## src/rtl/fps_lyr_sched_if.sv

```systemverilog
`default_nettype none
// ============================================================================
// Module      : fps_lyr_sched_if
// Description : Bundles the run-config handshake, layer status and FPS
//               layer-config handshake of the FPS layer scheduler.
//               master = environment (CCU + FPS), slave = scheduler.
// Revision    : 1.0 - initial release
// ============================================================================
interface fps_lyr_sched_if #(
  parameter int IDX_WIDTH = 10,
  parameter int NUM_LAYER = 8,
  parameter int CYC_WIDTH = 24
);
  localparam int LY_WIDTH = $clog2(NUM_LAYER);

  // CCU <-> scheduler
  logic                           CCUSCH_CfgVld;
  logic                           SCHCCU_CfgRdy;
  logic [LY_WIDTH:0]              CCUSCH_CfgNumLy;
  logic [IDX_WIDTH-1:0]           CCUSCH_CfgNip0;
  logic [NUM_LAYER*IDX_WIDTH-1:0] CCUSCH_CfgNopTab;
  logic                           CCUSCH_Abort;
  logic [LY_WIDTH-1:0]            SCHCCU_LyIdx;
  logic                           SCHCCU_LyDone;
  logic [CYC_WIDTH-1:0]           SCHCCU_LyCyc;
  logic                           SCHCCU_Done;
  logic                           SCHCCU_Err;

  // scheduler <-> FPS
  logic                           SCHFPS_Rst;
  logic                           SCHFPS_CfgVld;
  logic                           FPSSCH_CfgRdy;
  logic [IDX_WIDTH-1:0]           SCHFPS_CfgNip;
  logic [IDX_WIDTH-1:0]           SCHFPS_CfgNop;

  modport master (
    output CCUSCH_CfgVld, CCUSCH_CfgNumLy, CCUSCH_CfgNip0, CCUSCH_CfgNopTab,
           CCUSCH_Abort, FPSSCH_CfgRdy,
    input  SCHCCU_CfgRdy, SCHCCU_LyIdx, SCHCCU_LyDone, SCHCCU_LyCyc,
           SCHCCU_Done, SCHCCU_Err, SCHFPS_Rst, SCHFPS_CfgVld,
           SCHFPS_CfgNip, SCHFPS_CfgNop
  );

  modport slave (
    input  CCUSCH_CfgVld, CCUSCH_CfgNumLy, CCUSCH_CfgNip0, CCUSCH_CfgNopTab,
           CCUSCH_Abort, FPSSCH_CfgRdy,
    output SCHCCU_CfgRdy, SCHCCU_LyIdx, SCHCCU_LyDone, SCHCCU_LyCyc,
           SCHCCU_Done, SCHCCU_Err, SCHFPS_Rst, SCHFPS_CfgVld,
           SCHFPS_CfgNip, SCHFPS_CfgNop
  );
endinterface
`default_nettype wire

```

## src/rtl/fps_lyr_sched.sv

```systemverilog
`default_nettype none
// ============================================================================
// Module      : fps_lyr_sched
// Description : Sequences a multi-layer farthest-point-sampling run. Checks
//               and latches a run config, resets the FPS, hands it one layer
//               config at a time (Nip of layer k = Nop of layer k-1), times
//               each layer and reports layer/run completion or rejection.
// Revision    : 1.0 - initial release
// ============================================================================
module fps_lyr_sched #(
  parameter int IDX_WIDTH = 10,
  parameter int NUM_LAYER = 8,
  parameter int CYC_WIDTH = 24
) (
  input  wire logic      clk,
  input  wire logic      rst_n,
  fps_lyr_sched_if.slave bus
);
  localparam int LY_WIDTH = $clog2(NUM_LAYER);
  localparam logic [CYC_WIDTH-1:0] CYC_MAX = '1;

  typedef enum logic [2:0] {
    IDLE = 3'd0,
    RST  = 3'd1,
    CFG  = 3'd2,
    RUN  = 3'd3,
    LYDN = 3'd4,
    FIN  = 3'd5
  } state_t;

  state_t               state_q, state_d;
  logic                 abort_q, abort_d;     // RST was entered by an abort
  logic                 busy_q, busy_d;       // at least one RUN cycle elapsed
  logic [LY_WIDTH:0]    num_ly_q, num_ly_d;
  logic [IDX_WIDTH-1:0] nip0_q, nip0_d;
  logic [IDX_WIDTH-1:0] nop_tab_q [NUM_LAYER];
  logic [IDX_WIDTH-1:0] nop_tab_d [NUM_LAYER];
  logic [LY_WIDTH-1:0]  ly_idx_q, ly_idx_d;
  logic [IDX_WIDTH-1:0] nip_q, nip_d;
  logic [IDX_WIDTH-1:0] nop_q, nop_d;
  logic [CYC_WIDTH-1:0] cnt_q, cnt_d;
  logic [CYC_WIDTH-1:0] ly_cyc_q, ly_cyc_d;
  logic                 fps_rst_q, fps_rst_d;
  logic                 fps_vld_q, fps_vld_d;
  logic                 ly_done_q, ly_done_d;
  logic                 done_q, done_d;
  logic                 err_q, err_d;
  logic                 cfg_legal;

  // Legality of the offered config: layer count in range and every used
  // layer reduces (or keeps) a non-empty point set.
  always_comb begin
    logic [IDX_WIDTH-1:0] nip_k;
    logic [IDX_WIDTH-1:0] nop_k;
    cfg_legal = (bus.CCUSCH_CfgNumLy != '0) &&
                (bus.CCUSCH_CfgNumLy <= (LY_WIDTH+1)'(NUM_LAYER));
    nip_k = bus.CCUSCH_CfgNip0;
    nop_k = '0;
    for (int k = 0; k < NUM_LAYER; k++) begin
      nop_k = bus.CCUSCH_CfgNopTab[k*IDX_WIDTH +: IDX_WIDTH];
      if (k < int'(bus.CCUSCH_CfgNumLy)) begin
        if ((nop_k == '0) || (nop_k > nip_k)) cfg_legal = 1'b0;
      end
      nip_k = nop_k;
    end
  end

  // Next-state and next-output computation for the layer sequencer.
  always_comb begin
    state_d   = state_q;
    abort_d   = abort_q;
    busy_d    = 1'b0;
    num_ly_d  = num_ly_q;
    nip0_d    = nip0_q;
    nop_tab_d = nop_tab_q;
    ly_idx_d  = ly_idx_q;
    nip_d     = nip_q;
    nop_d     = nop_q;
    cnt_d     = cnt_q;
    ly_cyc_d  = ly_cyc_q;
    err_d     = 1'b0;
    case (state_q)
      IDLE: begin
        abort_d = 1'b0;
        if (bus.CCUSCH_CfgVld) begin
          num_ly_d = bus.CCUSCH_CfgNumLy;
          nip0_d   = bus.CCUSCH_CfgNip0;
          for (int k = 0; k < NUM_LAYER; k++) begin
            nop_tab_d[k] = bus.CCUSCH_CfgNopTab[k*IDX_WIDTH +: IDX_WIDTH];
          end
          if (cfg_legal) state_d = RST;
          else           err_d   = 1'b1;
        end
      end
      RST: begin
        ly_idx_d = '0;
        cnt_d    = '0;
        nip_d    = nip0_q;
        nop_d    = nop_tab_q[0];
        // The Rst pulse of this cycle already covers an abort.
        state_d  = (abort_q || bus.CCUSCH_Abort) ? IDLE : CFG;
      end
      CFG: begin
        if (bus.CCUSCH_Abort) begin
          state_d = RST;
          abort_d = 1'b1;
        end else if (bus.FPSSCH_CfgRdy) begin
          state_d = RUN;
          cnt_d   = '0;
        end
      end
      RUN: begin
        if (bus.CCUSCH_Abort) begin
          state_d = RST;
          abort_d = 1'b1;
        end else if (busy_q && bus.FPSSCH_CfgRdy) begin
          // Ready in the first RUN cycle is the stale pre-handshake level.
          state_d  = LYDN;
          ly_cyc_d = cnt_q;
        end else begin
          busy_d = 1'b1;
          if (cnt_q != CYC_MAX) cnt_d = cnt_q + CYC_WIDTH'(1);
        end
      end
      LYDN: begin
        if (bus.CCUSCH_Abort) begin
          state_d = RST;
          abort_d = 1'b1;
        end else if ({1'b0, ly_idx_q} == num_ly_q - (LY_WIDTH+1)'(1)) begin
          state_d = FIN;
        end else begin
          ly_idx_d = ly_idx_q + LY_WIDTH'(1);
          nip_d    = nop_q;
          nop_d    = nop_tab_q[ly_idx_d];
          state_d  = CFG;
        end
      end
      FIN:     state_d = IDLE;
      default: state_d = IDLE;
    endcase
    fps_rst_d = (state_d == RST);
    fps_vld_d = (state_d == CFG);
    ly_done_d = (state_d == LYDN);
    done_d    = (state_d == FIN);
  end

  // State and registered outputs.
  always_ff @(posedge clk or posedge rst_n) begin
    if (rst_n) begin
      state_q   <= IDLE;
      abort_q   <= 1'b0;
      busy_q    <= 1'b0;
      num_ly_q  <= '0;
      nip0_q    <= '0;
      for (int k = 0; k < NUM_LAYER; k++) nop_tab_q[k] <= '0;
      ly_idx_q  <= '0;
      nip_q     <= '0;
      nop_q     <= '0;
      cnt_q     <= '0;
      ly_cyc_q  <= '0;
      fps_rst_q <= 1'b0;
      fps_vld_q <= 1'b0;
      ly_done_q <= 1'b0;
      done_q    <= 1'b0;
      err_q     <= 1'b0;
    end else begin
      state_q   <= state_d;
      abort_q   <= abort_d;
      busy_q    <= busy_d;
      num_ly_q  <= num_ly_d;
      nip0_q    <= nip0_d;
      nop_tab_q <= nop_tab_d;
      ly_idx_q  <= ly_idx_d;
      nip_q     <= nip_d;
      nop_q     <= nop_d;
      cnt_q     <= cnt_d;
      ly_cyc_q  <= ly_cyc_d;
      fps_rst_q <= fps_rst_d;
      fps_vld_q <= fps_vld_d;
      ly_done_q <= ly_done_d;
      done_q    <= done_d;
      err_q     <= err_d;
    end
  end

  assign bus.SCHCCU_CfgRdy = (state_q == IDLE);
  assign bus.SCHCCU_LyIdx  = ly_idx_q;
  assign bus.SCHCCU_LyDone = ly_done_q;
  assign bus.SCHCCU_LyCyc  = ly_cyc_q;
  assign bus.SCHCCU_Done   = done_q;
  assign bus.SCHCCU_Err    = err_q;
  assign bus.SCHFPS_Rst    = fps_rst_q;
  assign bus.SCHFPS_CfgVld = fps_vld_q;
  assign bus.SCHFPS_CfgNip = nip_q;
  assign bus.SCHFPS_CfgNop = nop_q;
endmodule
`default_nettype wire

```

## src/flat_wrapper.sv

```systemverilog
// flat-port wrapper written by rule: the top's interface ports become plain ports
module fps_lyr_sched_flat 
#(
  parameter int IDX_WIDTH = 10,
  parameter int NUM_LAYER = 8,
  parameter int CYC_WIDTH = 24
)
  (clk, rst_n, bus_CCUSCH_CfgVld, bus_CCUSCH_CfgNumLy, bus_CCUSCH_CfgNip0, bus_CCUSCH_CfgNopTab, bus_CCUSCH_Abort, bus_FPSSCH_CfgRdy, bus_SCHCCU_CfgRdy, bus_SCHCCU_LyIdx, bus_SCHCCU_LyDone, bus_SCHCCU_LyCyc, bus_SCHCCU_Done, bus_SCHCCU_Err, bus_SCHFPS_Rst, bus_SCHFPS_CfgVld, bus_SCHFPS_CfgNip, bus_SCHFPS_CfgNop);
  fps_lyr_sched_if #(.IDX_WIDTH(IDX_WIDTH), .NUM_LAYER(NUM_LAYER), .CYC_WIDTH(CYC_WIDTH)) bus_i ();
  input  wire logic clk;
  input  wire logic rst_n;
  input wire logic [$bits(bus_i.CCUSCH_CfgVld)-1:0] bus_CCUSCH_CfgVld;
  input wire logic [$bits(bus_i.CCUSCH_CfgNumLy)-1:0] bus_CCUSCH_CfgNumLy;
  input wire logic [$bits(bus_i.CCUSCH_CfgNip0)-1:0] bus_CCUSCH_CfgNip0;
  input wire logic [$bits(bus_i.CCUSCH_CfgNopTab)-1:0] bus_CCUSCH_CfgNopTab;
  input wire logic [$bits(bus_i.CCUSCH_Abort)-1:0] bus_CCUSCH_Abort;
  input wire logic [$bits(bus_i.FPSSCH_CfgRdy)-1:0] bus_FPSSCH_CfgRdy;
  output wire logic [$bits(bus_i.SCHCCU_CfgRdy)-1:0] bus_SCHCCU_CfgRdy;
  output wire logic [$bits(bus_i.SCHCCU_LyIdx)-1:0] bus_SCHCCU_LyIdx;
  output wire logic [$bits(bus_i.SCHCCU_LyDone)-1:0] bus_SCHCCU_LyDone;
  output wire logic [$bits(bus_i.SCHCCU_LyCyc)-1:0] bus_SCHCCU_LyCyc;
  output wire logic [$bits(bus_i.SCHCCU_Done)-1:0] bus_SCHCCU_Done;
  output wire logic [$bits(bus_i.SCHCCU_Err)-1:0] bus_SCHCCU_Err;
  output wire logic [$bits(bus_i.SCHFPS_Rst)-1:0] bus_SCHFPS_Rst;
  output wire logic [$bits(bus_i.SCHFPS_CfgVld)-1:0] bus_SCHFPS_CfgVld;
  output wire logic [$bits(bus_i.SCHFPS_CfgNip)-1:0] bus_SCHFPS_CfgNip;
  output wire logic [$bits(bus_i.SCHFPS_CfgNop)-1:0] bus_SCHFPS_CfgNop;
  assign bus_i.CCUSCH_CfgVld = bus_CCUSCH_CfgVld;
  assign bus_i.CCUSCH_CfgNumLy = bus_CCUSCH_CfgNumLy;
  assign bus_i.CCUSCH_CfgNip0 = bus_CCUSCH_CfgNip0;
  assign bus_i.CCUSCH_CfgNopTab = bus_CCUSCH_CfgNopTab;
  assign bus_i.CCUSCH_Abort = bus_CCUSCH_Abort;
  assign bus_i.FPSSCH_CfgRdy = bus_FPSSCH_CfgRdy;
  assign bus_SCHCCU_CfgRdy = bus_i.SCHCCU_CfgRdy;
  assign bus_SCHCCU_LyIdx = bus_i.SCHCCU_LyIdx;
  assign bus_SCHCCU_LyDone = bus_i.SCHCCU_LyDone;
  assign bus_SCHCCU_LyCyc = bus_i.SCHCCU_LyCyc;
  assign bus_SCHCCU_Done = bus_i.SCHCCU_Done;
  assign bus_SCHCCU_Err = bus_i.SCHCCU_Err;
  assign bus_SCHFPS_Rst = bus_i.SCHFPS_Rst;
  assign bus_SCHFPS_CfgVld = bus_i.SCHFPS_CfgVld;
  assign bus_SCHFPS_CfgNip = bus_i.SCHFPS_CfgNip;
  assign bus_SCHFPS_CfgNop = bus_i.SCHFPS_CfgNop;
  fps_lyr_sched #(.IDX_WIDTH(IDX_WIDTH), .NUM_LAYER(NUM_LAYER), .CYC_WIDTH(CYC_WIDTH)) u_core (.clk(clk), .rst_n(rst_n), .bus(bus_i));
endmodule
```

## config.mk

```make
export PLATFORM = sky130hd
export DESIGN_NAME = fps_lyr_sched_flat
export DESIGN_NICKNAME = d
export VERILOG_FILES = /design/src/rtl/fps_lyr_sched_if.sv /design/src/rtl/fps_lyr_sched.sv /design/src/flat_wrapper.sv
export SDC_FILE = /design/constraint.sdc
export NUM_CORES = 1
export LEC_CHECK = 0
export ABC_AREA = 0
export ABC_CLOCK_PERIOD_IN_PS = 5300
export BUFFER_PORTS_ARGS = -buffer_cell sky130_fd_sc_hd__clkbuf_2
export CORE_MARGIN = 2
export CORE_UTILIZATION = 30
export DETAILED_ROUTE_END_ITERATION = 8
export PLACE_DENSITY = 0.59
export SYNTH_ARGS = -nofsm -noshare
export SYNTH_HDL_FRONTEND = slang
export SYNTH_SLANG_ARGS = --single-unit
```

## constraint.sdc

```tcl
create_clock -name clk -period 5.3 [get_ports clk]
set_input_delay 0.265 -clock clk [delete_from_list [all_inputs] [get_ports clk]]
set_output_delay 0.265 -clock clk [all_outputs]
set_load 0.005 [all_outputs]
```

Yosys cells after proc, flatten, opt, wreduce, memory -nomap -nowiden
Index checks and enable logic that the tools add are counted.
{ "totals": {"mem_bits_rw": 0, "out_inout_bits": 53, "n_memories": 0, "reg_bits": 175, "wordCells": 146, "latch_bits": 0, "rom_bits": 0} }
{ "classes": {"n_lt_le_gt_ge": 18, "eq_ne": 18, "n_div": 0, "n_bitwise": 2, "n_reduce_logical": 30, "mul": 0, "mux": 52, "addsub": 3, "shifts": 0} }
{ "ops": {"columns": ["cell", "count"], "rows": [
  ["24-bit two-way mux", 5],
  ["10-bit greater-than comparator", 8],
  ["10-bit logical NOT", 8],
  ["24-bit one-hot mux with 3 select lines", 1],
  ["10-bit two-way mux", 6],
  ["10-bit one-hot mux with 2 select lines", 2],
  ["10-bit binary-select mux with 3-bit select", 1],
  ["3-bit two-way mux", 10],
  ["24-bit by 1-bit adder with 24-bit output, second input constant", 1],
  ["24-bit != test, second input constant", 1],
  ["1-bit two-way mux", 23],
  ["3-bit by 4-bit < comparator with 1-bit output, first input constant", 4],
  ["3-bit one-hot mux with 5 select lines", 1],
  ["2-bit != test, second input constant", 6],
  ["3-bit by 2-bit equality test with 1-bit output, second input constant", 3],
  ["3-bit equality test, second input constant", 3],
  ["1-bit logical OR", 9],
  ["1-bit by 4-bit < comparator with 1-bit output, first input constant", 2],
  ["2-bit by 4-bit < comparator with 1-bit output, first input constant", 2],
  ["3-bit by 1-bit equality test with 1-bit output, second input constant", 2],
  ["3-bit one-hot mux with 2 select lines", 1],
  ["3-bit AND reduction", 2],
  ["6-bit AND reduction", 1],
  ["3-bit by 4-bit equality test with 1-bit output", 1],
  ["other kinds (16)", 20]
]} }

Depth between registers and ports, before layout
Gate-level depths: netlist of the first run.
{ "logic_depth": {"depth_word": 22, "ltp_mapped": 10, "ltp_nobuf": 9} }

Least setup slack after synthesis of the first run
No wires, ideal clock.
{ "synth_timing": {"path_type": "input to register", "startpoint": "input bus_CCUSCH_CfgNopTab[15]", "endpoint": "register u_core.fps_vld_q (netlist: u_core.bus.SCHFPS_CfgVld)", "arrival_ps": 2192, "path_slack_ps": 2989, "t_required_ps": 5181, "setup_ps": 119, "cell_stages": 9, "path_buffers": 0, "path_cell_list": "inv_1 > ha_1 > a21oi_1 > o21ai_1 > a2111oi_2 > o21ai_1 > or4_4 > o21a_1 > o21a_1"} }
{ "synth_between": {"elab_chain_len": 20, "word_cells_on_any_way": 23} }
{ "synth_lines": {"columns": ["element", "line_no", "source"], "rows": [
  ["from (decl)", "flat_wrapper.sv:15", "input wire logic [$bits(bus_i.CCUSCH_CfgNopTab)-1:0] bus_CCUSCH_CfgNopTab;"],
  ["10-bit greater-than comparator or 10-bit logical NOT (tied branches)", "fps_lyr_sched.sv:62", "if ((nop_k == '0) || (nop_k > nip_k)) cfg_legal = 1'b0;"],
  ["1-bit logical OR", "fps_lyr_sched.sv:62", null],
  ["1-bit two-way mux", "fps_lyr_sched.sv:62", null],
  ["1-bit two-way mux", "fps_lyr_sched.sv:61", "if (k < int'(bus.CCUSCH_CfgNumLy)) begin"],
  ["1-bit two-way mux", "fps_lyr_sched.sv:62", null],
  ["1-bit two-way mux (*)", "fps_lyr_sched.sv:61", null],
  ["1-bit two-way mux", "fps_lyr_sched.sv:62", null],
  ["1-bit two-way mux (*)", "fps_lyr_sched.sv:61", null],
  ["[5 not listed]", null, null],
  ["1-bit two-way mux (*)", "fps_lyr_sched.sv:61", null],
  ["1-bit two-way mux", "fps_lyr_sched.sv:62", null],
  ["1-bit two-way mux (*)", "fps_lyr_sched.sv:61", null],
  ["3-bit two-way mux (*)", "fps_lyr_sched.sv:91", "if (cfg_legal) state_d = RST;"],
  ["3-bit two-way mux (*)", "fps_lyr_sched.sv:85", "if (bus.CCUSCH_CfgVld) begin"],
  ["3-bit one-hot mux with 5 select lines (*)", "fps_lyr_sched.sv:82", "case (state_q)"],
  ["3-bit by 2-bit equality test with 1-bit output (*)", "fps_lyr_sched.sv:142", "fps_vld_d = (state_d == CFG);"],
  ["net u_core.fps_vld_d", "fps_lyr_sched.sv:44", "logic fps_vld_q, fps_vld_d;"],
  ["to (signal assigned)", "fps_lyr_sched.sv:179", "fps_vld_q <= fps_vld_d;"],
  ["to (decl)", "fps_lyr_sched.sv:44", null]
]} }
The timed path passes the listed nets; every way through them passes the cells marked *.
A chain may end at the register's enable or synchronous reset.

Worst setup path in the final report of the first run
{ "layout_timing": {"startpoint": "register u_core.ly_idx_q[0] (netlist: u_core.bus.SCHCCU_LyIdx[0])", "endpoint": "register u_core.nop_q[5] (netlist: u_core.bus.SCHFPS_CfgNop[5])"} }
{ "layout_between": {"elab_chain_len": 8, "word_cells_on_any_way": 11} }
{ "layout_lines": {"columns": ["element", "line_no", "source"], "rows": [
  ["from (decl)", "fps_lyr_sched.sv:38", "logic [LY_WIDTH-1:0] ly_idx_q, ly_idx_d;"],
  ["from (signal assigned)", "fps_lyr_sched.sv:173", "ly_idx_q <= ly_idx_d;"],
  ["3-bit by 1-bit adder with 3-bit output", "fps_lyr_sched.sv:132", "ly_idx_d = ly_idx_q + LY_WIDTH'(1);"],
  ["3-bit inverter with 4-bit output (not written as such)", "fps_lyr_sched.sv:134", "nop_d = nop_tab_q[ly_idx_d];"],
  ["10-bit binary-select mux with 3-bit select", "fps_lyr_sched.sv:134", null],
  ["10-bit two-way mux (not written as such) (2 in a row)", "fps_lyr_sched.sv:134", null],
  ["10-bit two-way mux", "fps_lyr_sched.sv:129", "end else if ({1'b0, ly_idx_q} == num_ly_q - (LY_WIDTH+1)'(1)) begin"],
  ["10-bit two-way mux", "fps_lyr_sched.sv:126", "if (bus.CCUSCH_Abort) begin"],
  ["10-bit one-hot mux with 2 select lines", "fps_lyr_sched.sv:82", null],
  ["to (signal assigned)", "fps_lyr_sched.sv:175", "nop_q <= nop_d;"],
  ["to (decl)", "fps_lyr_sched.sv:40", "logic [IDX_WIDTH-1:0] nop_q, nop_d;"]
]} }
Parallel ways exist; a longest one is shown, timed or not. The select of a mux whose other input is x is not followed.

==> results of run 1 <==
state kept, by name, summed over array words and instances (netlist names), 3 cells and up:
| name | count |
|---|---|
| u_core.cnt_q | 24 |
| u_core.bus.SCHCCU_LyIdx | 3 |
| u_core.bus.SCHCCU_LyCyc | 24 |
| u_core.bus.SCHFPS_CfgNip | 10 |
| u_core.nip0_q | 10 |
| u_core.state_q | 3 |
| u_core.num_ly_q | 4 |
| u_core.nop_tab_q | 80 |
| u_core.bus.SCHFPS_CfgNop | 10 |
worst max-delay path: cells and delay by family (launching register included):
kind | cells | cell delay (ns)
buffers and inverters | 1 | 0.24
adders and majority gates | 1 | 1.02
muxes | 2 | 0.80
and+or+nand+nor | 1 | 0.06
AOI/OAI and AO/OA | 2 | 0.27
DFF | 1 | 0.36
Yosys cell counts, types with 6 or more instances:
cell and number:
sky130_fd_sc_hd__inv_1 95, sky130_fd_sc_hd__dfrtp_1 175, sky130_fd_sc_hd__mux2_2 92, sky130_fd_sc_hd__nor2_1 72, sky130_fd_sc_hd__a31oi_1 12, sky130_fd_sc_hd__buf_2 7, sky130_fd_sc_hd__xnor2_1 13, sky130_fd_sc_hd__nor3_1 14
sky130_fd_sc_hd__nand3_1 17, sky130_fd_sc_hd__o211ai_1 7, sky130_fd_sc_hd__nand2b_1 6, sky130_fd_sc_hd__o21ai_0 30, sky130_fd_sc_hd__nor4_1 14, sky130_fd_sc_hd__ha_1 83, sky130_fd_sc_hd__nand4_1 27, sky130_fd_sc_hd__nand2_1 133
sky130_fd_sc_hd__nor2b_1 6, sky130_fd_sc_hd__clkbuf_1 26, sky130_fd_sc_hd__mux2i_1 11, sky130_fd_sc_hd__a211oi_1 11, sky130_fd_sc_hd__a2111oi_0 7, sky130_fd_sc_hd__xor2_1 13, sky130_fd_sc_hd__a21oi_1 35, sky130_fd_sc_hd__mux4_2 20
worst paths after layout:
kind                                                            to  slack (ns)  cells past startpoint
max                        u_core.bus.SCHFPS_CfgNop[5]$_DFFE_PP0P_        2.39                      7
min                                   u_core.nip0_q[2]$_DFFE_PP0P_        0.09                      2
max reg2reg                u_core.bus.SCHFPS_CfgNop[5]$_DFFE_PP0P_        2.39                      7
min reg2reg                 u_core.bus.SCHCCU_LyCyc[5]$_DFFE_PP0P_        0.48                      2
max in group asynchronous         u_core.nop_tab_q[57]$_DFFE_PP0P_        3.61                      4
min in group asynchronous   u_core.bus.SCHCCU_LyCyc[3]$_DFFE_PP0P_        0.50                      3
cell type report:
class                   instances  area, um^2
fillers                      3435       21400
multi-input cells             682        5230
clock inverters                13         136
well taps                     448         561
clock buffers                  19         453
flip-flops and latches        175        4380
repair buffers                159         818
inverters                      95         362
power by group through the flow:
stage	logic [mW]	registers, mW	clock network, mW
floorplan	0.478	1.67	0
global placement	0.733	1.76	0
detailed placement	0.754	1.76	0
CTS	0.758	1.74	1.29
global route	0.841	1.76	1.35
finish	0.747	1.73	1.27
through the flow:
| step | instances | cell area, um^2 | hold WS, ns | power, mW | utilization |
|---|---|---|---|---|---|
| floorplan | 988 | 10100 | 0.382 | 2.15 | - |
| global placement | 1558 | 11300 | 0.424 | 2.49 | 0.340 |
| detailed placement | 1558 | 11300 | 0.419 | 2.52 | 0.340 |
| CTS | 1591 | 11900 | 0.0753 | 3.78 | 0.358 |
| global route | 1591 | 11900 | 0.0743 | 3.95 | 0.358 |
| finish | 1591 | 11900 | 0.0917 | 3.75 | 0.358 |
cells by family (layout without fill, tap and decap cells):
family                     count (synthesis)  after routing
adders and majority gates                 83             83
buffers and inverters                    131            286
muxes                                    123            123
and+or+nand+nor                          320            320
xor gates and xnor gates                  27             27
AOI/OAI and AO/OA                        129            129
DFF                                      175            175
per-layer routing:
metal,vias up,track usage,wire (um),part of all wire
li1,3763,-,-,-
met5,-,0,0,0
met2,202,0.266,13300,0.47
met1,3841,0.232,13500,0.48
met4,0,0.0369,346,0.012
met3,25,0.0249,1180,0.042
repair_timing:
| item | CTS | global route |
|---|---|---|
| endpoints found under the hold margin | 72 | 0 |
| resized for setup | 0 | 0 |
| hold buffers | 1 | 0 |
==> results, run 1 <==
- The run finished with clean final reports.
- The worst setup margin is 2.39 ns.
- For the worst-skew pair, the clock arrives at the later sink with an insertion delay of 0.44 ns.
- The core region is 33400 um^2.
- Each instance of the synthesized netlist takes up on average 10.2 um^2.
- The delay contributed by the slowest stage of the critical path is 1.02 ns.
- The first routing iteration left 526 violations.
- The detail-routed net length per standard cell is 17.8 um.
- Of the total power, registers draw 0.462.
- The internal power consumption is 2.57 mW.
- The proportion of power drawn by the clock network is 0.338.
- Of all nets on the critical path, the largest fanout is 25.
- The beginning of the worst hold path is bus_CCUSCH_CfgNip0[2].
- The final hold violation count came to 0.
- The full die area is 35200 um^2.
- Data arrives at the worst endpoint at 3.20 ns.
- The fraction of power consumed by combinational cells is 0.199.
- The post-DP HPWL is 21900 um.
- Among all stages on the critical path, the largest delay is contributed by sky130_fd_sc_hd__ha_1.
- The remaining global-route overflow is 0.
- The start-to-end type of the worst setup path is flop to flop.
- Yosys attributes the largest share of cell area to sky130_fd_sc_hd__dfrtp_1 (43%), sky130_fd_sc_hd__ha_1 (10%), sky130_fd_sc_hd__mux2_2 (10%).
- Dividing the final minimum period by the clock period gives 0.549.
- The via count of the first global-routing pass is 7846.
- The post-CTS repair timing setup buffer count is 0.
- The synthesis-to-finish area growth is 18.0%.
- The multiplexer share of the synthesized area is 0.158.
- STA puts the critical path data required time at 5.59 ns.
- Dividing the detail-routed via count by the number of cells gives 4.92.
- The relative slew slack is 0.310.
- The complex-gate fraction of the synthesized area is 0.0836.
- Summed over all failing endpoints, the final setup total negative slack is 0 ns.
- After layout, the minimum clock period comes to 2.91 ns.
- The total track usage is 0.164.
- Leaving out fill and tap cells, the most frequent cells in the layout are sky130_fd_sc_hd__dfrtp_1 (175), sky130_fd_sc_hd__clkbuf_2 (151), sky130_fd_sc_hd__nand2_1 (133), sky130_fd_sc_hd__inv_1 (94), sky130_fd_sc_hd__mux2_2 (92).
- The share of synthesized cell area in full adder, half adder and majority cells is 0.103.
- The fraction of layout instances using a drive strength above 1 is 0.279.
- The root cell of the clock tree is sky130_fd_sc_hd__clkbuf_16.
- The TritonCTS clock tree is done.
- The TritonCTS buffer count is 17.
- For this design the ratio of total power to cell area is 314 nW/um^2.
- The H-tree was split into 4 levels.
- Derived from the worst setup path, the maximum achievable clock frequency is 0.344 GHz.
- The number of routed nets with antenna violations is 0.
- The synthesized flop and latch total is 175.
- The first global-routing pass estimated 45100 um of wire.
- The signal on the critical path passes through buf_4 -> ha_1 -> mux4_2 -> mux2i_1 -> nor2_1 -> a21oi_1 -> o21ai_0.
- Entering global routing, the biggest net connects 75 pins.
- The number of max-cap violations is 0.
- Summed over all layers, the routed wires come to 28300 um.
- The number of rows created at floorplan is 67.
- For this run, the register share of the synthesized area comes to 0.433.
- Before antenna repair, the detailed router went through 5 iterations.
- In this run the power spent charging and discharging nets is 1.17 mW.
- At the end of routability-driven placement, the weighted congestion stood at 0.843.
- The net count of the mapped netlist is 1170.
- By area, the combinational part of the netlist is dominated by multiplexers.
- Of the total synthesized cell area, the portion taken by AND, OR, NAND and NOR gates is 0.149.
- For this design the static power due to leakage is 5.66 nW.
- The routed layout has 7831 vias.
- The max-slew violation count was 0.
- In this run the worst setup path begins at u_core.bus.SCHCCU_LyIdx[0]$_DFFE_PP0P_.
- For the pin with the worst max-slew slack, the measured transition is 1.04 ns.
- The final layout contains 1312 nets.
- The DRC violation count after routing is 0.
- The share of the synthesized area in the top cell type is 0.433.
- The number of antenna diodes in the final layout is 0.
- IR analysis of the VDD net gives a maximum drop of 0.000207 V.
- For this design, the sink count on the clock tree is 175.
- Yosys mapped a number of flops with a built-in enable equal to 0.
- After clock tree synthesis, the clock-pin slew on the worst setup and hold paths is 0.07 ns.
- The worst setup path is launched from a flop.
- In this run the horizontal extent of the chip is 188 um.
- The synthesized instance count is 988.
- Setup repair after global routing left no endpoint under its margin.
- The xor/xnor share of the synthesized area is 0.0241.
- The library cell used most frequently in the layout, excluding fill and tap cells, is sky130_fd_sc_hd__dfrtp_1.
- Of the total power, the share spent switching nets is 0.313.
- STA classifies the critical path endpoint as a flop.
- The async set-reset flop share out of synthesis is 1.00.
- The number of setup violations in the final report is 0.
- The worst setup skew after layout is 0.0150 ns.
- Pin placement for this block handled 152 I/O pins.
- The synthesized netlist occupies a cell area of 10100 um^2.
- The post-placement setup slack is 2.36 ns.
- The clock passes through at most 2 buffers.
- The worst hold path belongs to the class input pin to flop.
- The leading area contributor after synthesis is sky130_fd_sc_hd__dfrtp_1.
- For this configuration, the core starts out at a cell density of 0.303.
- The number of warnings printed during yosys synthesis is 0.
- The startpoint of the lowest-slack register-to-register path is u_core.bus.SCHCCU_LyIdx[0]$_DFFE_PP0P_.
- The count of buffers from port buffering is 151.
- The most used flip-flop cell after synthesis is sky130_fd_sc_hd__dfrtp_1.
- Measured along the y axis, the die boundary spans 188 um.
- After synthesis, the netlist uses 60 different library cells.
- The number of antenna violations at the first check in global routing is 0.
Power figures use the tool's default switching activity.
==> run 2: changes to the inputs <==
--- a/config.mk
+++ b/config.mk
@@ -6,12 +6,12 @@
 export NUM_CORES = 1
 export LEC_CHECK = 0
 export ABC_AREA = 0
-export ABC_CLOCK_PERIOD_IN_PS = 5300
+export ABC_CLOCK_PERIOD_IN_PS = 3000
 export BUFFER_PORTS_ARGS = -buffer_cell sky130_fd_sc_hd__clkbuf_2
 export CORE_MARGIN = 2
 export CORE_UTILIZATION = 30
 export DETAILED_ROUTE_END_ITERATION = 8
-export PLACE_DENSITY = 0.59
+export PLACE_DENSITY = 0.57
 export SYNTH_ARGS = -nofsm -noshare
 export SYNTH_HDL_FRONTEND = slang
 export SYNTH_SLANG_ARGS = --single-unit
==> constraint.sdc (replaced) <==
create_clock -name clk -period 3 [get_ports clk]
set_input_delay 0.15 -clock clk [delete_from_list [all_inputs] [get_ports clk]]
set_output_delay 0.15 -clock clk [all_outputs]
set_load 0.005 [all_outputs]
==> run 2 against run 1 <==
Clock power up 79%. Highest routed layer unchanged. Critical path depth is 5 higher. Clock-buffer cell count unchanged. Global-route usage barely moved. Setup slack worse by 2.0 ns. Combinational power increased by 86%. Die area unchanged. Sequential cell count unchanged. Routed wire length shrank 0.32%. Clock skew is 0.0083 ns higher. Largest power group unchanged. Non-clock buffer count is 29 higher. Via count grew 1.0%.
==> results, run 2 (synthesis gave the netlist of run 1 again) <==
- The flow ran to the end, and the final reports show no timing, DRC or antenna violations.
- The I/O pin total came to 152 (unchanged).
- Clock tree synthesis selected as its root buffer the cell sky130_fd_sc_hd__clkbuf_16.
- The net switching fraction of the power is 0.295 (-0.0175).
- The logic depth of the worst register-to-register path is 8 (+1).
- The switching power total was 1.97 mW (+68%).
- The number of max-cap violations is 0 (unchanged).
- The cell count after placement is 1566 (+0.51%).
- The startpoint of the most critical setup path is bus_CCUSCH_CfgNip0[5].
- The die width came to 188 um (unchanged).
- The H-tree depth reported by CTS is 4 (unchanged).
- The count of buffers from port buffering is 151 (unchanged).
- The utilization after layout is 0.368 (+0.00975).
- The required time at the endpoint of the critical path is 3.30 ns (-2.29 ns).
- The full die area is 35200 um^2 (unchanged).
- The count of inserted antenna diode cells is 0 (unchanged).
- The post-DP HPWL was 21900 um (+0.25%).
- The minimum clock period is 2.63 ns.
- The final hold violation count was 0 (unchanged).
- The fraction of layout instances using a drive strength above 1 is 0.279 (about the same).
- The hold path depth came to 2 (unchanged).
- The maximum operating frequency is 0.381 GHz.
- The category of the worst setup path launch point is an input pin.
- The register containing the most flip-flops in the final layout is u_core.nop_tab_q.
- The number of rows created at floorplan was 67 (unchanged).
- The detail-routed net length per standard cell is 17.4 um (-2.0%).
- The tightest min-delay check is of the input pin to flop type.
- The die height is 188 um (unchanged).
- The leakage power is 5.79 nW (+2.3%).
- The startpoint of the lowest-slack register-to-register path is u_core.num_ly_q[0]$_DFFE_PP0P_.
- STA classifies the critical path endpoint as a flop.
- The total negative slack for setup checks is 0 ns (unchanged).
- The fraction of power consumed by combinational cells is 0.208 (+0.009).
- The final routed wirelength across all metal layers is 28200 um (-0.32%).
- The first-pass detailed-route iteration total came to 4 (-1).
- The proportion of power drawn by the clock network is 0.340 (+0.002).
- The TritonCTS buffer count came to 17 (unchanged).
- The ratio of total power to cell area is 544 nW/um^2 (+73%).
- The worst setup skew after layout is 0.0233 ns (+0.00828 ns).
- The number of routed nets with antenna violations is 0 (unchanged).
- The clock transition at the registers of the reported paths was 0.07 ns (about the same).
- The worst setup path is of the input pin to flop kind.
- The initial cell density of the core is 0.303 (unchanged).
- The number of nets in the layout is 1341 (+2.2%).
- The placeable core area is 33400 um^2 (unchanged).
- The TritonCTS clock tree is done.
- The number of antenna violations at the first check in global routing was 0 (unchanged).
- Setup repair after global routing left no endpoint under its margin.
- The arrival time at the worst endpoint is 2.93 ns (-0.27 ns).
- The library cell used most frequently in the layout, excluding fill and tap cells, is sky130_fd_sc_hd__dfrtp_1.
- The number of cells in the finished layout apart from fillers is 1619 (+1.8%).
- The remaining global-route overflow is 0 (unchanged).
- The number of setup violations in the final report is 0 (unchanged).
- The largest net degree at the start of global routing was 48 (-36%).
- The library cells used most frequently in the layout, excluding fill and tap cells, are sky130_fd_sc_hd__dfrtp_1 (175), sky130_fd_sc_hd__clkbuf_2 (151), sky130_fd_sc_hd__nand2_1 (133), sky130_fd_sc_hd__inv_1 (94), sky130_fd_sc_hd__mux2_2 (92).
- The via-per-instance ratio is 4.89 (-0.75%).
- The via count of the first global-routing pass is 7998 (+1.9%).
- The global placer's final weighted congestion was 0.839 (-0.45%).
- The total number of clock tree sinks was 175 (unchanged).
- The post-CTS repair timing setup buffer count was 0 (unchanged).
- The synthesis-to-finish area growth is 21.2%.
- The flip-flop count of the largest register, all copies and words added is 80 (unchanged).
- The total via count after detailed routing is 7909 (+1.0%).
- The maximum net fanout on the critical path is 3 (-88%).
- The slew at the pin closest to its max-slew limit was 1.02 ns (-0.0174 ns).
- The deepest clock path buffer count is 2 (unchanged).
- The internal power consumption is 4.70 mW (+83%).
- The setup slack on the worst flop-to-flop path is 0.51 ns (-1.88 ns).
- The worst register-to-register path ends at u_core.bus.SCHFPS_CfgNop[3]$_DFFE_PP0P_.
- The fraction of power consumed by sequential logic is 0.452 (-0.010).
- The beginning of the worst hold path is bus_CCUSCH_CfgNopTab[18].
- The relative slew slack is 0.320 (+0.0102).
- The first-pass GRT wire length came to 45400 um (+0.77%).
- The initial DRC count is 413 (-21%).
- The DRC violation count after routing is 0 (unchanged).
- The total track usage is 0.165 (+0.000425).
- The clock network latency to the later pin of the worst-skew pair came to 0.44 ns (about the same).
- The worst setup margin was 0.374 ns (-2.02 ns).
- The worst hold path terminates at u_core.nop_tab_q[68]$_DFFE_PP0P_.
- Dividing the final minimum period by the clock period gives 0.875.
- The post-layout total power came to 6.67 mW (+78%).
- The maximum ir drop on the vdd rail is 0.000424 V (+110%).
- The post-placement setup slack was 0.225 ns (-2.14 ns).
- The max-slew violation count is 0 (unchanged).
run 2: cell count changes in the layout (fill, tap and decap cells not counted), moves of 3 or more:
| cell | delta |
|---|---|
| sky130_fd_sc_hd__buf_12 | +4 |
| sky130_fd_sc_hd__buf_4 | +4 |
| sky130_fd_sc_hd__clkinvlp_4 | +4 |
| sky130_fd_sc_hd__dlygate4sd3_1 | +21 |
| sky130_fd_sc_hd__inv_6 | -3 |
| sky130_fd_sc_hd__inv_8 | -6 |
run 2: critical path, cell delays in order:
cell and delay [ns]:
sky130_fd_sc_hd__dlygate4sd3_1 0.52, sky130_fd_sc_hd__clkbuf_2 0.11, sky130_fd_sc_hd__inv_1 0.04, sky130_fd_sc_hd__ha_1 0.29
sky130_fd_sc_hd__a21oi_1 0.16, sky130_fd_sc_hd__o21ai_0 0.15, sky130_fd_sc_hd__a2111oi_2 0.48, sky130_fd_sc_hd__buf_4 0.18
sky130_fd_sc_hd__o2111a_1 0.24, sky130_fd_sc_hd__o211ai_1 0.13, sky130_fd_sc_hd__a2111oi_0 0.40, sky130_fd_sc_hd__nor3b_1 0.09
run 2: per-stage QoR:
| step | hold slack, ns | instance area [um^2] |
|---|---|---|
| after floorplan | 0.267 | 10100 |
| after global placement | 0.403 | 11400 |
| after detailed placement | 0.410 | 11400 |
| after CTS | 0.00190 | 12200 |
| after global routing | 0.00237 | 12300 |
| final | 0.0109 | 12300 |
run 2: layout make-up:
type / instances / area [um^2]
Clock buffer: 19 / 453
Clock inverter: 12 / 136
Fill cell: 3406 / 21100
Inverter: 95 / 360
Multi-Input combinational cell: 682 / 5240
Sequential cell: 175 / 4380
Tap cell: 448 / 561
Timing Repair Buffer: 188 / 1140
run 2: worst max-delay path by stage:
stage | endpoint | slack (ns) | cells past startpoint
finish | u_core.bus.SCHCCU_Err$_DFF_PP0_ | 0.37 | 12
global route | u_core.bus.SCHCCU_Err$_DFF_PP0_ | 0.11 | 12
CTS | u_core.bus.SCHCCU_Err$_DFF_PP0_ | 0.15 | 12
detailed placement | u_core.bus.SCHCCU_Err$_DFF_PP0_ | 0.23 | 10
global placement | u_core.bus.SCHCCU_Err$_DFF_PP0_ | 0.27 | 10
floorplan | u_core.abort_q$_DFFE_PP0P_ | 0.61 | 1
run 2: routing by layer:
layer,part of all wire,vias to the layer above,GRT usage
met5,0,-,0
met1,0.47,3907,0.224
met2,0.47,152,0.272
li1,-,3827,-
met4,0.019,0,0.0433
met3,0.032,23,0.0277
run 2: power by group through the flow:
stage                     sequential (mW)  clock (mW)  combinational (mW)
final                                3.01        2.27                1.39
after global routing                 3.06        2.42                1.56
after CTS                            3.02        2.32                1.41
after detailed placement             3.06           0                1.38
after global placement               3.05           0                1.35
after floorplan                      2.95           0               0.845
run 2: timing repair:
action | 4_1_cts | 5_1_grt
endpoints found under the setup margin | 0 | 3
gates resized for setup | 0 | 2
endpoints found under the hold margin | 56 | 1
hold buffers | 21 | 1
==> run 3: changes to the inputs <==
--- a/config.mk
+++ b/config.mk
@@ -11,6 +11,7 @@
 export CORE_MARGIN = 2
 export CORE_UTILIZATION = 30
 export DETAILED_ROUTE_END_ITERATION = 8
+export MAX_ROUTING_LAYER = met4
 export PLACE_DENSITY = 0.57
 export SYNTH_ARGS = -nofsm -noshare
 export SYNTH_HDL_FRONTEND = slang
==> run 3 against run 2 <==
Maximum frequency decreased by 0.69%. Non-clock buffer count stayed put. Critical path type unchanged. Routed wire length grew 0.16%. Critical path depth stayed put. Combinational power about the same. Die area did not move. Global-route usage rose by 0.47 points. Clock-buffer cell count did not move. Design area is the same. Core utilization is the same. Sequential cell count unchanged. First-iteration DRC count shrank 5.3%.
==> results, run 3 (synthesis gave the netlist of run 1 again) <==
- The post-placement setup slack is 0.225 ns (unchanged).
- The wire length the detailed router placed on met1 was 13400 um (-0.28%).
- The final hold violation count is 0 (unchanged).
- The required time at the endpoint of the critical path is 3.30 ns (about the same).
- The final routed wirelength across all metal layers is 28300 um (+0.16%).
- In this run the critical register-to-register path is captured at u_core.bus.SCHFPS_CfgNop[3]$_DFFE_PP0P_.
- The worst setup skew after layout is 0.0232 ns (-0.000177 ns).
- The top cell types in the final layout, fill and taps aside, are sky130_fd_sc_hd__dfrtp_1 (175), sky130_fd_sc_hd__clkbuf_2 (151), sky130_fd_sc_hd__nand2_1 (133), sky130_fd_sc_hd__inv_1 (94), sky130_fd_sc_hd__mux2_2 (92).
- The global placer's final weighted congestion was 0.853 (+1.6%).
- The clock transition at the registers of the reported paths is 0.07 ns (about the same).
- The via-per-instance ratio is 4.89 (+0.16%).
- The total via count after detailed routing came to 7922 (+0.16%).
- The number of routed nets with antenna violations was 0 (unchanged).
- The placeable core area is 33400 um^2 (unchanged).
- The arrival time at the worst endpoint is 2.95 ns (+0.02 ns).
- The class of the most critical hold timing path is input pin to flop.
- The maximum net fanout on the critical path is 3 (unchanged).
- The slew at the pin closest to its max-slew limit was 1.02 ns (+0.00271 ns).
- The largest net degree at the start of global routing is 48 (unchanged).
- The minimum clock period is 2.64 ns (+0.0183 ns).
- The full die area is 35200 um^2 (unchanged).
- The TritonCTS buffer count is 17 (unchanged).
- The synthesis-to-finish area growth is 21.2% (unchanged).
- The utilization after layout was 0.368 (unchanged).
- The total track usage came to 0.169 (+0.00472).
- The I/O pin total is 152 (unchanged).
- The DRC violation count after routing is 0 (unchanged).
- The relative slew slack is 0.318 (-0.00181).
- The start-to-end type of the worst setup path is input pin to flop.
- In this run the most critical hold path is launched from bus_CCUSCH_CfgNopTab[18].
- The first-pass detailed-route iteration total was 5 (+1).
- The setup slack on the worst flop-to-flop path is 0.52 ns (about the same).
- The uppermost signal routing layer after detailed routing is met4.
- In this run the critical register-to-register path is launched from u_core.num_ly_q[0]$_DFFE_PP0P_.
- The hold path depth came to 2 (unchanged).
- The post-route fraction of the period consumed by the critical path is 0.881 (+0.00610).
- The initial cell density of the core came to 0.303 (unchanged).
- The final hold slack is 0.0111 ns (+0.000209 ns).
- The total negative slack for setup checks is 0 ns (unchanged).
- The fraction of layout instances using a drive strength above 1 is 0.279 (unchanged).
- The number of rows created at floorplan is 67 (unchanged).
- The met2 routed wirelength came to 13400 um (+0.31%).
- The count of buffers from port buffering is 151 (unchanged).
- The via count of the first global-routing pass is 8016 (+0.23%).
- The library cell used most frequently in the layout, excluding fill and tap cells, is sky130_fd_sc_hd__dfrtp_1.
- The flip-flop count of the largest register, all copies and words added is 80 (unchanged).
- For hold timing, the worst endpoint is u_core.nop_tab_q[68]$_DFFE_PP0P_.
- The detail-routed net length per standard cell is 17.5 um (+0.16%).
- The maximum operating frequency came to 0.378 GHz (-0.69%).
- The remaining global-route overflow came to 0 (unchanged).
- The die height is 188 um (unchanged).
- The leakage power is 5.79 nW (unchanged).
- The total number of clock tree sinks came to 175 (unchanged).
- The maximum ir drop on the vdd rail is 0.000427 V (+0.68%).
- The flow ran to the end, and the final reports show no timing, DRC or antenna violations.
- The number of nets in the layout is 1341 (unchanged).
- The root cell of the clock tree is sky130_fd_sc_hd__clkbuf_16.
- The die width came to 188 um (unchanged).
- The max-slew violation count is 0 (unchanged).
- The ratio of total power to cell area is 544 nW/um^2 (about the same).
- The number of setup violations in the final report is 0 (unchanged).
- The count of inserted antenna diode cells is 0 (unchanged).
- TritonCTS built the clock tree.
- The deepest clock path buffer count was 2 (unchanged).
- Setup repair after global routing left no endpoint under its margin.
- The cell count after placement is 1566 (unchanged).
- The number of antenna violations at the first check in global routing came to 0 (unchanged).
- The logic depth of the worst register-to-register path is 8 (unchanged).
- The number of cells in the finished layout apart from fillers is 1619 (unchanged).
- The initial DRC count is 391 (-5.3%).
- The first-pass GRT wire length is 45400 um (-0.12%).
- The met3 routed wirelength is 945 um (+4.2%).
- The worst setup path is captured at a flop.
- The worst setup margin is 0.356 ns (-0.0183 ns).
- The category of the worst setup path launch point is an input pin.
- The register containing the most flip-flops in the final layout is u_core.nop_tab_q.
- The number of max-cap violations is 0 (unchanged).
- The H-tree depth reported by CTS was 4 (unchanged).
- The clock network latency to the later pin of the worst-skew pair is 0.44 ns (about the same).
- The post-DP HPWL is 21900 um (unchanged).
## run 3: what timing repair did
item / CTS / global route
endpoints found under the hold margin: 56 / 1
endpoints found under the setup margin: 0 / 3
hold buffers: 21 / 1
gates resized for setup: 0 / 2
setup buffers: 0 / 0
## run 3: critical path: stages
cell	delay, ns
sky130_fd_sc_hd__dlygate4sd3_1	0.52
sky130_fd_sc_hd__clkbuf_2	0.11
sky130_fd_sc_hd__inv_1	0.04
sky130_fd_sc_hd__ha_1	0.29
sky130_fd_sc_hd__a21oi_1	0.16
sky130_fd_sc_hd__o21ai_0	0.15
sky130_fd_sc_hd__a2111oi_2	0.49
sky130_fd_sc_hd__buf_4	0.18
sky130_fd_sc_hd__o2111a_1	0.23
sky130_fd_sc_hd__o211ai_1	0.13
sky130_fd_sc_hd__a2111oi_0	0.40
sky130_fd_sc_hd__nor3b_1	0.09
## run 3: power by group
group | internal (mW) | switching, mW | total, mW | leakage, nW
clock | 1.27 | 0.993 | 2.26 | 0.281
sequential | 2.73 | 0.279 | 3.01 | 2.19
combinational | 0.695 | 0.696 | 1.39 | 3.33
## run 3: per-layer routing
| metal | vias to the layer above | track usage |
|---|---|---|
| met4 | 0 | 0.0433 |
| li1 | 3827 | - |
| met2 | 165 | 0.272 |
| met5 | - | - |
| met3 | 23 | 0.0256 |
| met1 | 3907 | 0.224 |
## run 3: worst max path at each step
stage | startpoint | end | slack, ns | depth (start not counted)
global route | bus_CCUSCH_CfgNip0[5] | u_core.bus.SCHCCU_Err$_DFF_PP0_ | 0.11 | 12
CTS | bus_CCUSCH_CfgNip0[5] | u_core.bus.SCHCCU_Err$_DFF_PP0_ | 0.15 | 12
detailed placement | bus_CCUSCH_CfgNopTab[5] | u_core.bus.SCHCCU_Err$_DFF_PP0_ | 0.23 | 10
floorplan | rst_n | u_core.abort_q$_DFFE_PP0P_ | 0.61 | 1
global placement | bus_CCUSCH_CfgNopTab[5] | u_core.bus.SCHCCU_Err$_DFF_PP0_ | 0.27 | 10
finish | bus_CCUSCH_CfgNip0[5] | u_core.bus.SCHCCU_Err$_DFF_PP0_ | 0.36 | 12
## run 3: final cells by class
class / count / area, um^2
fillers: 3406 / 21100
multi-input cells: 682 / 5240
flip-flops and latches: 175 / 4380
repair buffers: 188 / 1140
well taps: 448 / 561
clock buffers: 19 / 453
inverters: 95 / 360
clock inverters: 12 / 136
## run 3: stage by stage
stage	total power, mW	instance area, um^2
after floorplan	3.80	10100
after global placement	4.39	11400
after detailed placement	4.44	11400
after CTS	6.75	12200
after global routing	7.04	12300
final	6.67	12300
